File: src/rtl/axi_pkg.sv
// Shared AXI definitions: burst encodings, sequencer states, lane-width helper.
package axi_pkg;

    localparam int unsigned SIZE_W = 3;

    typedef enum logic [1:0] {
        BURST_FIXED = 2'd0,
        BURST_INCR  = 2'd1,
        BURST_WRAP  = 2'd2,
        BURST_RSVD  = 2'd3
    } burst_t;

    typedef enum logic {
        ST_IDLE  = 1'b0,
        ST_BURST = 1'b1
    } seq_state_t;

    // Width of a byte-lane offset for NB lanes (at least one bit).
    function automatic int unsigned lane_off_w(input int unsigned nb);
        return (nb > 1) ? $clog2(nb) : 1;
    endfunction

    // log2 of the lane count, i.e. the largest legal transfer size.
    function automatic int unsigned lane_log2(input int unsigned nb);
        return (nb > 1) ? $clog2(nb) : 0;
    endfunction

endpackage

File: src/rtl/axi_lane_mask.sv
// Byte-lane strobe for one beat: lanes from the start offset up to the end of
// the size-aligned container that holds it.
module axi_lane_mask
    import axi_pkg::*;
#(
    parameter int unsigned NB = 8
) (
    input  logic [lane_off_w(NB)-1:0] lane_off_i,
    input  logic [SIZE_W-1:0]         size_i,
    output logic [NB-1:0]             strb_o
);

    int unsigned lo_u;
    int unsigned hi_u;

    // Enable lanes lo..hi where hi closes the size-aligned container.
    always_comb begin
        lo_u   = 32'(lane_off_i);
        hi_u   = (lo_u & ~((32'd1 << size_i) - 32'd1)) + (32'd1 << size_i) - 32'd1;
        strb_o = '0;
        for (int unsigned i = 0; i < NB; i++) begin
            strb_o[i] = (i >= lo_u) && (i <= hi_u);
        end
    end

endmodule

File: src/rtl/axi_wstrb_seq.sv
// AXI write-strobe sequencer: accepts one AW descriptor and walks its beats,
// presenting registered strobe, address and last flag per beat.
module axi_wstrb_seq
    import axi_pkg::*;
#(
    parameter int unsigned DATA_W = 64,
    parameter int unsigned ADDR_W = 32,
    parameter int unsigned LEN_W  = 8
) (
    input  logic                 clk,
    input  logic                 rst,
    input  logic                 aw_valid,
    output logic                 aw_ready,
    input  logic [ADDR_W-1:0]    aw_addr,
    input  logic [SIZE_W-1:0]    aw_size,
    input  logic [LEN_W-1:0]     aw_len,
    input  logic [1:0]           aw_burst,
    output logic                 beat_valid,
    input  logic                 beat_ready,
    output logic [DATA_W/8-1:0]  beat_strb,
    output logic [ADDR_W-1:0]    beat_addr,
    output logic                 beat_last,
    output logic                 busy,
    output logic                 err
);

    localparam int unsigned NB      = DATA_W / 8;
    localparam int unsigned OFF_W   = lane_off_w(NB);
    localparam int unsigned NB_LOG2 = lane_log2(NB);

    seq_state_t          state_q;
    burst_t              burst_q;
    logic [SIZE_W-1:0]   size_q;
    logic [LEN_W-1:0]    len_q;
    logic [LEN_W-1:0]    cnt_q;
    logic [ADDR_W-1:0]   addr_q;
    logic [NB-1:0]       strb_q;
    logic                valid_q;
    logic                last_q;
    logic                aw_ready_q;
    logic                busy_q;
    logic                err_q;

    burst_t              aw_burst_t;
    logic [ADDR_W-1:0]   aw_step;
    logic                aw_len_ok;
    logic                aw_illegal;
    logic [ADDR_W-1:0]   step;
    logic [ADDR_W-1:0]   wrap_m;
    logic [2:0]          wrap_lg;
    logic [ADDR_W-1:0]   addr_d;
    logic [ADDR_W-1:0]   mask_addr;
    logic [SIZE_W-1:0]   mask_size;
    logic [OFF_W-1:0]    mask_off;
    logic [NB-1:0]       mask_strb;

    // Descriptor legality check for the incoming AW request.
    always_comb begin
        aw_burst_t = burst_t'(aw_burst);
        aw_step    = ADDR_W'(1) << aw_size;
        aw_len_ok  = (aw_len == LEN_W'(1)) || (aw_len == LEN_W'(3)) ||
                     (aw_len == LEN_W'(7)) || (aw_len == LEN_W'(15));
        aw_illegal = (aw_size > SIZE_W'(NB_LOG2)) || (aw_burst_t == BURST_RSVD) ||
                     ((aw_burst_t == BURST_WRAP) &&
                      (!aw_len_ok || ((aw_addr & (aw_step - ADDR_W'(1))) != '0)));
    end

    // Next beat address; WRAP uses base | ((addr + step) mod total) since base is total-aligned.
    always_comb begin
        step    = ADDR_W'(1) << size_q;
        wrap_lg = 3'd0;
        case (len_q)
            LEN_W'(1):  wrap_lg = 3'd1;
            LEN_W'(3):  wrap_lg = 3'd2;
            LEN_W'(7):  wrap_lg = 3'd3;
            LEN_W'(15): wrap_lg = 3'd4;
            default:    wrap_lg = 3'd0;
        endcase
        wrap_m = (step << wrap_lg) - ADDR_W'(1);
        case (burst_q)
            BURST_FIXED: addr_d = addr_q;
            BURST_WRAP:  addr_d = (addr_q & ~wrap_m) | ((addr_q + step) & wrap_m);
            default:     addr_d = (addr_q & ~(step - ADDR_W'(1))) + step;
        endcase
    end

    // One mask instance serves the first beat (from AW) and later beats (from addr_d).
    always_comb begin
        mask_addr = (state_q == ST_IDLE) ? aw_addr : addr_d;
        mask_size = (state_q == ST_IDLE) ? aw_size : size_q;
        mask_off  = OFF_W'(mask_addr & ADDR_W'(NB - 1));
    end

    axi_lane_mask #(
        .NB (NB)
    ) u_lane_mask (
        .lane_off_i (mask_off),
        .size_i     (mask_size),
        .strb_o     (mask_strb)
    );

    // Sequencer FSM with all outputs registered.
    always_ff @(posedge clk or posedge rst) begin
        if (rst) begin
            state_q    <= ST_IDLE;
            burst_q    <= BURST_FIXED;
            size_q     <= '0;
            len_q      <= '0;
            cnt_q      <= '0;
            addr_q     <= '0;
            strb_q     <= '0;
            valid_q    <= 1'b0;
            last_q     <= 1'b0;
            aw_ready_q <= 1'b1;
            busy_q     <= 1'b0;
            err_q      <= 1'b0;
        end else begin
            err_q <= 1'b0;
            case (state_q)
                ST_IDLE: begin
                    if (aw_valid && aw_ready_q) begin
                        if (aw_illegal) begin
                            err_q <= 1'b1;
                        end else begin
                            state_q    <= ST_BURST;
                            burst_q    <= aw_burst_t;
                            size_q     <= aw_size;
                            len_q      <= aw_len;
                            cnt_q      <= '0;
                            addr_q     <= aw_addr;
                            strb_q     <= mask_strb;
                            valid_q    <= 1'b1;
                            last_q     <= (aw_len == '0);
                            aw_ready_q <= 1'b0;
                            busy_q     <= 1'b1;
                        end
                    end
                end
                ST_BURST: begin
                    if (valid_q && beat_ready) begin
                        if (last_q) begin
                            state_q    <= ST_IDLE;
                            valid_q    <= 1'b0;
                            last_q     <= 1'b0;
                            strb_q     <= '0;
                            aw_ready_q <= 1'b1;
                            busy_q     <= 1'b0;
                        end else begin
                            addr_q <= addr_d;
                            strb_q <= mask_strb;
                            cnt_q  <= cnt_q + LEN_W'(1);
                            last_q <= ((cnt_q + LEN_W'(1)) == len_q);
                        end
                    end
                end
                default: state_q <= ST_IDLE;
            endcase
        end
    end

    assign aw_ready   = aw_ready_q;
    assign beat_valid = valid_q;
    assign beat_strb  = strb_q;
    assign beat_addr  = addr_q;
    assign beat_last  = last_q;
    assign busy       = busy_q;
    assign err        = err_q;

endmodule

File: config.mk
export PLATFORM = sky130hd
export DESIGN_NAME = axi_wstrb_seq
export DESIGN_NICKNAME = d
export VERILOG_FILES = /design/src/rtl/axi_pkg.sv /design/src/rtl/axi_lane_mask.sv /design/src/rtl/axi_wstrb_seq.sv
export SDC_FILE = /design/constraint.sdc
export NUM_CORES = 1
export LEC_CHECK = 0
export CORE_ASPECT_RATIO = 0.8
export CORE_MARGIN = 4
export CORE_UTILIZATION = 57
export DETAILED_ROUTE_END_ITERATION = 8
export HOLD_SLACK_MARGIN = 0.02
export PLACE_DENSITY = 0.83
export SYNTH_ARGS = -nofsm -noshare
export SYNTH_HDL_FRONTEND = slang
export SYNTH_SLANG_ARGS = --single-unit
File: constraint.sdc
create_clock -name clk -period 7.48 [get_ports clk]
set_input_delay 2.244 -clock clk [delete_from_list [all_inputs] [get_ports clk]]
set_output_delay 2.244 -clock clk [all_outputs]
set_load 0.01 [all_outputs]
==> reports/metrics.cfg, run 1 <==
[clock_network]
clock_latency_ps=340
clk_pin_slew_worst_paths_ps=60
cts_tree=yes
cts_hold_buf=0
clk_path_buf_depth=2
cts_max_level=3
clock-root-buffer=clkbuf_16
post_cts_resized=0
numCtsBuffers=9
cts_setup_buffers=0
cts.sinks=66

[synthesis]
synth_compound_area_share_pct=23.8
synth_top_family_by_area=simple AND/OR/NAND/NOR gates
synth_edf_count=0
syn_avg_cell_area_sq_um=7.73
yosysSeqAreaShare_pct=24.5
synth_mux_area_share_pct=5.20
yosysMostFrequentCell=nand2_1
synth_fa_ha_area_share_pct=5.79
syn_area_sq_um=6740
synth_common_cells=nand2_1, nor2_1, o21ai_0, dfrtp_1, xnor2_1
yosysWarnings=0
synth_top_cell_area_share_pct=24.1
synth_nets=951
synthTopCellsByArea=dfrtp_1, nand2_1, o21ai_0, ha_1, xnor2_1
synthSimpleGateAreaFrac_pct=27.9
synthFlopType=dfrtp_1
postSynthCellCount=872
yosysUniqueCellTypes=91
yosys.area.top_type=dfrtp_1
ys_async_sr_fraction_pct=100
synth_seq_cells=66
synthXorXnorAreaFrac_pct=7.80

[pwr]
leakagePower_nw=3.16
total_power_mw=3.50
swShare_pct=50.5
switchingPower_mw=1.77
combPwrFrac_pct=64.5
pwr-share-seq_pct=23.9
internal-power_mw=1.74
power_frac_clock_pct=11.6
powerDensity_nw_per_um2=437
irDropWorstVdd_uv=337

[sta]
finalSetupTns_ps=0
whs_ps=486
fin_skew_ps=8.58
max_slew_margin_pct=31.1
finalCriticalPeriod_ps=6530
slew_violations=0
rsz0062_at_grt=no
period_share_pct=87.3
tightestPinTransition_ps=1030
setup_viol=0
max_freq_mhz=153
hold_viol=0

[grt]
grt_usage_pct=31.3
grt_antenna_before_repair=0
grt_pass1_wl_um=34700
grt_max_degree=67
grt_pass1_vias=6633
overflow=0

[die]
die_w_um=130
rows=35
io_pins=94
initial_core_util_pct=58.5
core_sq_um=11500
die_area_sq_um=13600
die_h_um=105

[place]
dp.cells=1077
placed_area_sq_um=7750
io_buffers=93
place_hpwl_um=15400
gp_congestion=0.968

[detailed_routing]
wl_met1_um=9250
ant_nets=0
drc=0
maxUsedRoutingLayer=met4
num_vias=7144
routedWlPerCell_um=19.3
drtIter0Drc=1000
firstDrtPassIters=6
drt-vias-per-instance=6.54
wl_met2_um=9100
routed-wl-met3_um=2310
finalWirelength_um=21100

[finish]
drive_above_1_share_pct=7.94
finalNonFillerCells=1093
layout.nets=1019
antenna_cells=0
final_cell_area_sq_um=8020
syn2layout_area_growth_pct=19.0

[critical_path]
cp_data_required_time_ps=7710
cp-startpoint=aw_size[2]
rr_worst_depth=25
start_kind=primary input
crit_type=in2reg
worstPathMaxFanout=16
r2r-start=len_q[4]$_DFFE_PP0P_
crit_arrival_ps=6760
crit_path_end_kind=register

[job]
max_cap_violations=0

[min_path]
worstHoldPathType=reg2reg
min_path_cells=2
worstHoldStart=beat_strb[6]$_DFFE_PP0P_

[status]
run_status=complete, no violations

[cell type report]
| cell class | instances | area [sq um] |
|---|---|---|
| fillers | 954 | 3490 |
| multi-input cells | 723 | 4760 |
| flip-flops and latches | 66 | 1650 |
| clock inverters | 6 | 43.8 |
| well taps | 148 | 185 |
| inverters | 35 | 131 |
| clock buffers | 10 | 229 |
| repair buffers | 105 | 1020 |
[worst max-delay path: stages]
cell and delay [ps]:
clkdlybuf4s50_1 390, buf_4 190, mux2i_1 450, nand2_1 140, nor2_1 220, inv_1 80, ha_1 190, o21ai_0 360
inv_1 100, ha_1 300, a21o_1 180, a21oi_1 260, o21ai_0 120, a21oi_1 170, nor2_1 60, nor2_1 80
ha_1 120, nand4b_1 100, a21oi_1 140, nand4_1 210, nor2_1 290, nand3_1 110, a32o_1 260
[cell families (layout without fill, tap and decap cells)]
group	Yosys count	after routing
other	1	1
muxes	33	33
DFF	66	66
AOI/OAI and AO/OA	234	234
buffers and inverters	83	156
adders and majority gates	30	30
and+or+nand+nor	365	365
xor gates and xnor gates	60	60
[power groups by stage]
stage | clock network, mW | registers, mW | logic [mW]
after global routing | 0.424 | 0.861 | 2.49
after global placement | 0 | 0.819 | 2.16
final | 0.407 | 0.836 | 2.26
after detailed placement | 0 | 0.824 | 2.21
after floorplan | 0 | 0.718 | 1.62
after CTS | 0.409 | 0.820 | 2.23
[flip-flops by register name, summed over array words and instances, names as in the netlist]
signal     flops
aw_ready       1
beat_addr     32
beat_last      1
beat_strb      8
burst_q        2
busy           1
cnt_q          8
err            1
len_q          8
size_q         3
state_q        1
[routing by layer]
layer	track usage, %	vias up
li1	-	3305
met1	47.0	3375
met2	44.3	423
met3	7.55	41
met4	9.27	0
met5	0	-
[path summary, 6_finish.rpt]
| check | to | slack, ps |
|---|---|---|
| min in group asynchronous | size_q[0]$_DFFE_PP0P_ | 2470 |
| min | beat_strb[6]$_DFFE_PP0P_ | 490 |
| max in group asynchronous | beat_addr[7]$_DFFE_PP0P_ | 4410 |
| min reg2reg | beat_strb[6]$_DFFE_PP0P_ | 490 |
| max reg2reg | beat_strb[1]$_DFFE_PP0P_ | 1350 |
| max | beat_strb[1]$_DFFE_PP0P_ | 950 |
[cell usage in the layout (no fill, tap or decap), types with 4 or more instances in the layout]
cell type        instances
nand3b_1                 6
a22oi_1                  6
o21bai_1                 4
nor4_1                  16
nand3_1                 35
nor3b_1                  6
nor2_1                  76
clkdlybuf4s50_1         93
nor2b_1                 12
ha_1                    28
a21boi_0                 6
o221ai_1                 5
xor2_1                  24
nand2_1                109
xnor2_1                 36
a21o_1                   8
and4_1                   4
a211oi_1                 7
nand4_1                  8
dfrtp_1                 65
a22o_1                   6
o21ai_0                 76
or2_2                    4
o31ai_1                  5
buf_4                   12
a21oi_1                 35
mux2i_1                 17
or3_1                   11
mux2_2                  16
inv_1                   32
and2_1                   7
nor3_1                  22
nand2b_1                 9
and3_1                  12
a31oi_1                 11
clkbuf_16                9
a221oi_1                 4
o21a_1                  10
o211ai_1                10
[per-stage QoR]
stage	util [%]	worst slack [ps]
CTS	69.7	960
floorplan	-	1610
finish	69.7	948
global route	69.7	460
detailed placement	67.3	648
global placement	67.3	809
(Power assumes the default switching activity.)
==> run 2: changes to the inputs <==
--- a/config.mk
+++ b/config.mk
@@ -5,6 +5,7 @@
 export SDC_FILE = /design/constraint.sdc
 export NUM_CORES = 1
 export LEC_CHECK = 0
+export CAP_MARGIN = 20
 export CORE_ASPECT_RATIO = 0.8
 export CORE_MARGIN = 4
 export CORE_UTILIZATION = 57
==> results of run 2 <==
The final DEF is identical to that of run 1; final timing and power are the same.
==> run 3: changes to the inputs <==
--- a/config.mk
+++ b/config.mk
@@ -5,13 +5,14 @@
 export SDC_FILE = /design/constraint.sdc
 export NUM_CORES = 1
 export LEC_CHECK = 0
+export ABC_AREA = 1
 export CAP_MARGIN = 20
 export CORE_ASPECT_RATIO = 0.8
 export CORE_MARGIN = 4
-export CORE_UTILIZATION = 57
+export CORE_UTILIZATION = 60
 export DETAILED_ROUTE_END_ITERATION = 8
 export HOLD_SLACK_MARGIN = 0.02
-export PLACE_DENSITY = 0.83
+export PLACE_DENSITY = 0.85
 export SYNTH_ARGS = -nofsm -noshare
 export SYNTH_HDL_FRONTEND = slang
 export SYNTH_SLANG_ARGS = --single-unit
==> constraint.sdc (replaced) <==
create_clock -name clk -period 8.15 [get_ports clk]
set_input_delay 2.445 -clock clk [delete_from_list [all_inputs] [get_ports clk]]
set_output_delay 2.445 -clock clk [all_outputs]
set_load 0.01 [all_outputs]
==> run 3 against run 2 <==
Against the previous run: critical path depth is 5 higher; clock power is 7.9% lower; sequential power is 61% lower; sequential share of layout area is 1.5 points lower; via count is 17% higher; register-to-register slack better by 1200 ps.
==> reports/metrics.cfg, run 3 <==
[detailed_routing]
drt-vias-per-instance=5.75  ; -12%
ant_nets=0  ; unchanged
firstDrtPassIters=7  ; +1
finalWirelength_um=22500  ; +6.8%
drtIter0Drc=944  ; -5.6%
routedWlPerCell_um=15.5  ; -20%
num_vias=8370  ; +17%
drc=0  ; unchanged

[synthesis]
synth_top_cell_area_share_pct=21.8  ; -2.3 points
yosysMostFrequentCell=nand2_1
yosysWarnings=0  ; unchanged
ys_async_sr_fraction_pct=100  ; unchanged
synthFlopType=dfrtp_1
syn_area_sq_um=7450  ; +10%
yosysUniqueCellTypes=60  ; -34%
synth_nets=1303  ; +37%
synthTopCellsByArea=dfrtp_1, nand2_1, nand3_1, inv_1, nor2_1
synth_common_cells=nand2_1, inv_1, nand3_1, nor2_1, o21ai_0
synth_seq_cells=66  ; unchanged
yosys.area.top_type=dfrtp_1
postSynthCellCount=1224  ; +40%
syn_avg_cell_area_sq_um=6.08  ; -21%
synth_edf_count=0  ; unchanged
yosysSeqAreaShare_pct=22.2  ; -2.3 points

[finish]
drive_above_1_share_pct=7.37  ; -0.57 points
layout_commonest_cell=nand2_1
final-seq-area_sq_um=1650  ; about the same
antenna_cells=0  ; unchanged
syn2layout_area_growth_pct=16.6
fill_cells=1058  ; +11%
multi_input_area_sq_um=4960  ; +4.3%
mostFrequentLayoutCells=nand2_1, inv_1, nand3_1
largest_register_ff_count=32  ; unchanged
layout.nets=1377  ; +35%

[clock_network]
cts_max_level=3  ; unchanged
cts_hold_buf=0  ; unchanged
clk_pin_slew_worst_paths_ps=60  ; about the same
cts_setup_buffers=0  ; unchanged
clock_latency_ps=350  ; about the same
cts_tree=yes
post_cts_resized=0  ; unchanged
clk_path_buf_depth=2  ; unchanged
cts.sinks=66  ; unchanged
numCtsBuffers=9  ; unchanged
clock-root-buffer=clkbuf_16

[critical_path]
r2r-start=len_q[4]$_DFFE_PP0P_
crit_arrival_ps=6490  ; -270 ps
worstPathMaxFanout=7  ; -9
crit_type=in2reg
cp_data_required_time_ps=8390  ; +680 ps
cp-endpoint=beat_strb[5]$_DFFE_PP0P_
path_common_cell=nand2_1
start_kind=primary input
crit_path_end_kind=register
slowest_stage=clkdlybuf4s50_1
r2r_slack_ps=2580  ; +1230 ps
cp-startpoint=aw_size[2]
rr_worst_depth=32  ; +28%
r2r-end=beat_strb[5]$_DFFE_PP0P_
max_stage_delay_ps=620  ; +170 ps

[grt]
grt_usage_pct=32.2  ; +0.86 points
grt_pass1_vias=7654  ; +15%
grt_max_degree=67  ; unchanged
overflow=0  ; unchanged
grt_pass1_wl_um=37200  ; +7.1%
grt_antenna_before_repair=0  ; unchanged

[sta]
setup_viol=0  ; unchanged
slew_violations=0  ; unchanged
max_freq_mhz=160
fin_skew_ps=6.47  ; -2.11 ps
setup_ws_ps=1900  ; +952 ps
tightestPinTransition_ps=984  ; -41.9 ps
finalSetupTns_ps=0  ; unchanged
hold_viol=0  ; unchanged
finalCriticalPeriod_ps=6250
period_share_pct=76.7
rsz0062_at_grt=no
max_slew_margin_pct=34.4  ; +3.3 points

[status]
run_status=complete, no violations

[job]
max_cap_violations=0  ; unchanged

[die]
io_pins=94  ; unchanged
die_w_um=133  ; +2.3%
initial_core_util_pct=61.2  ; +2.7 points
core_sq_um=12200  ; +5.6%
die_area_sq_um=14300  ; +4.6%
die_h_um=108  ; +2.3%
rows=36  ; +2.9%

[place]
gp_congestion=1.00  ; +3.6%
io_buffers=93  ; unchanged
place_hpwl_um=17400  ; +13%
dp_worst_setup_slack_ps=1620  ; +977 ps

[pwr]
irDropWorstVdd_uv=113  ; -66%
leakagePower_nw=4.38  ; +39%
total_power_mw=0.752  ; -79%
powerDensity_nw_per_um2=86.6  ; -80%

[min_path]
worstHoldPathType=reg2reg

[run 3: worst max-delay path: cells and delay by family]
kind | cells | cell delay [ps]
buffers and inverters | 6 | 1110
AOI/OAI and AO/OA | 4 | 870
and+or+nand+nor | 15 | 1260
adders and majority gates | 3 | 770
[run 3: power by group]
part / switching (mW) / total [mW] / internal, mW
combinational: 0.0242 / 0.0490 / 0.0247
clock: 0.153 / 0.375 / 0.222
sequential: 0 / 0.328 / 0.328
[run 3: cells by family (layout without fill, tap and decap cells)]
kind of cell	count (synthesis)	in the layout	synth area share (%)
muxes	1	1	0.134
other	1	1	0.0504
xor gates and xnor gates	30	30	3.63
buffers and inverters	201	280	11.2
DFF	66	66	22.2
AOI/OAI and AO/OA	176	176	14.1
adders and majority gates	30	30	5.24
and+or+nand+nor	719	719	43.5
[run 3: how the worst min path moves through the flow]
stage | start | end | slack (ps) | cells after the start
2_1_floorplan | cnt_q[7]$_DFFE_PP0P_ | cnt_q[7]$_DFFE_PP0P_ | 500 | 2
3_3_place_gp | beat_strb[7]$_DFFE_PP0P_ | beat_strb[7]$_DFFE_PP0P_ | 460 | 2
3_5_place_dp | beat_strb[7]$_DFFE_PP0P_ | beat_strb[7]$_DFFE_PP0P_ | 470 | 2
4_1_cts | beat_strb[7]$_DFFE_PP0P_ | beat_strb[7]$_DFFE_PP0P_ | 480 | 2
5_1_grt | beat_strb[7]$_DFFE_PP0P_ | beat_strb[7]$_DFFE_PP0P_ | 510 | 2
6_report | beat_strb[5]$_DFFE_PP0P_ | beat_strb[5]$_DFFE_PP0P_ | 480 | 2
[run 3: cell type report]
cell class / count / area share (%)
Clock buffer: 12 / 2.95
Clock inverter: 4 / 0.303
Inverter: 168 / 7.34
Multi-Input combinational cell: 957 / 57.2
Sequential cell: 66 / 19.1
Tap cell: 152 / 2.19
Timing Repair Buffer: 96 / 11.0
[run 3: layer usage]
metal	vias up	GRT usage (%)	wire, um	part of all wire (%)
met5	-	0	0	0
met4	0	9.42	505	2.2
met3	53	8.93	2780	12
met2	434	47.2	9060	40
met1	3768	46.3	10200	45
li1	4115	-	-	-
[run 3: through the flow]
step                      instance area (sq um)  util, %  instances  hold slack [ps]
after floorplan                            7450        -       1224              500
after global placement                     8400     69.1       1439              462
after detailed placement                   8400     69.1       1439              466
after CTS                                  8680     71.4       1455              482
after global routing                       8680     71.4       1455              513
final                                      8680     71.4       1455              479
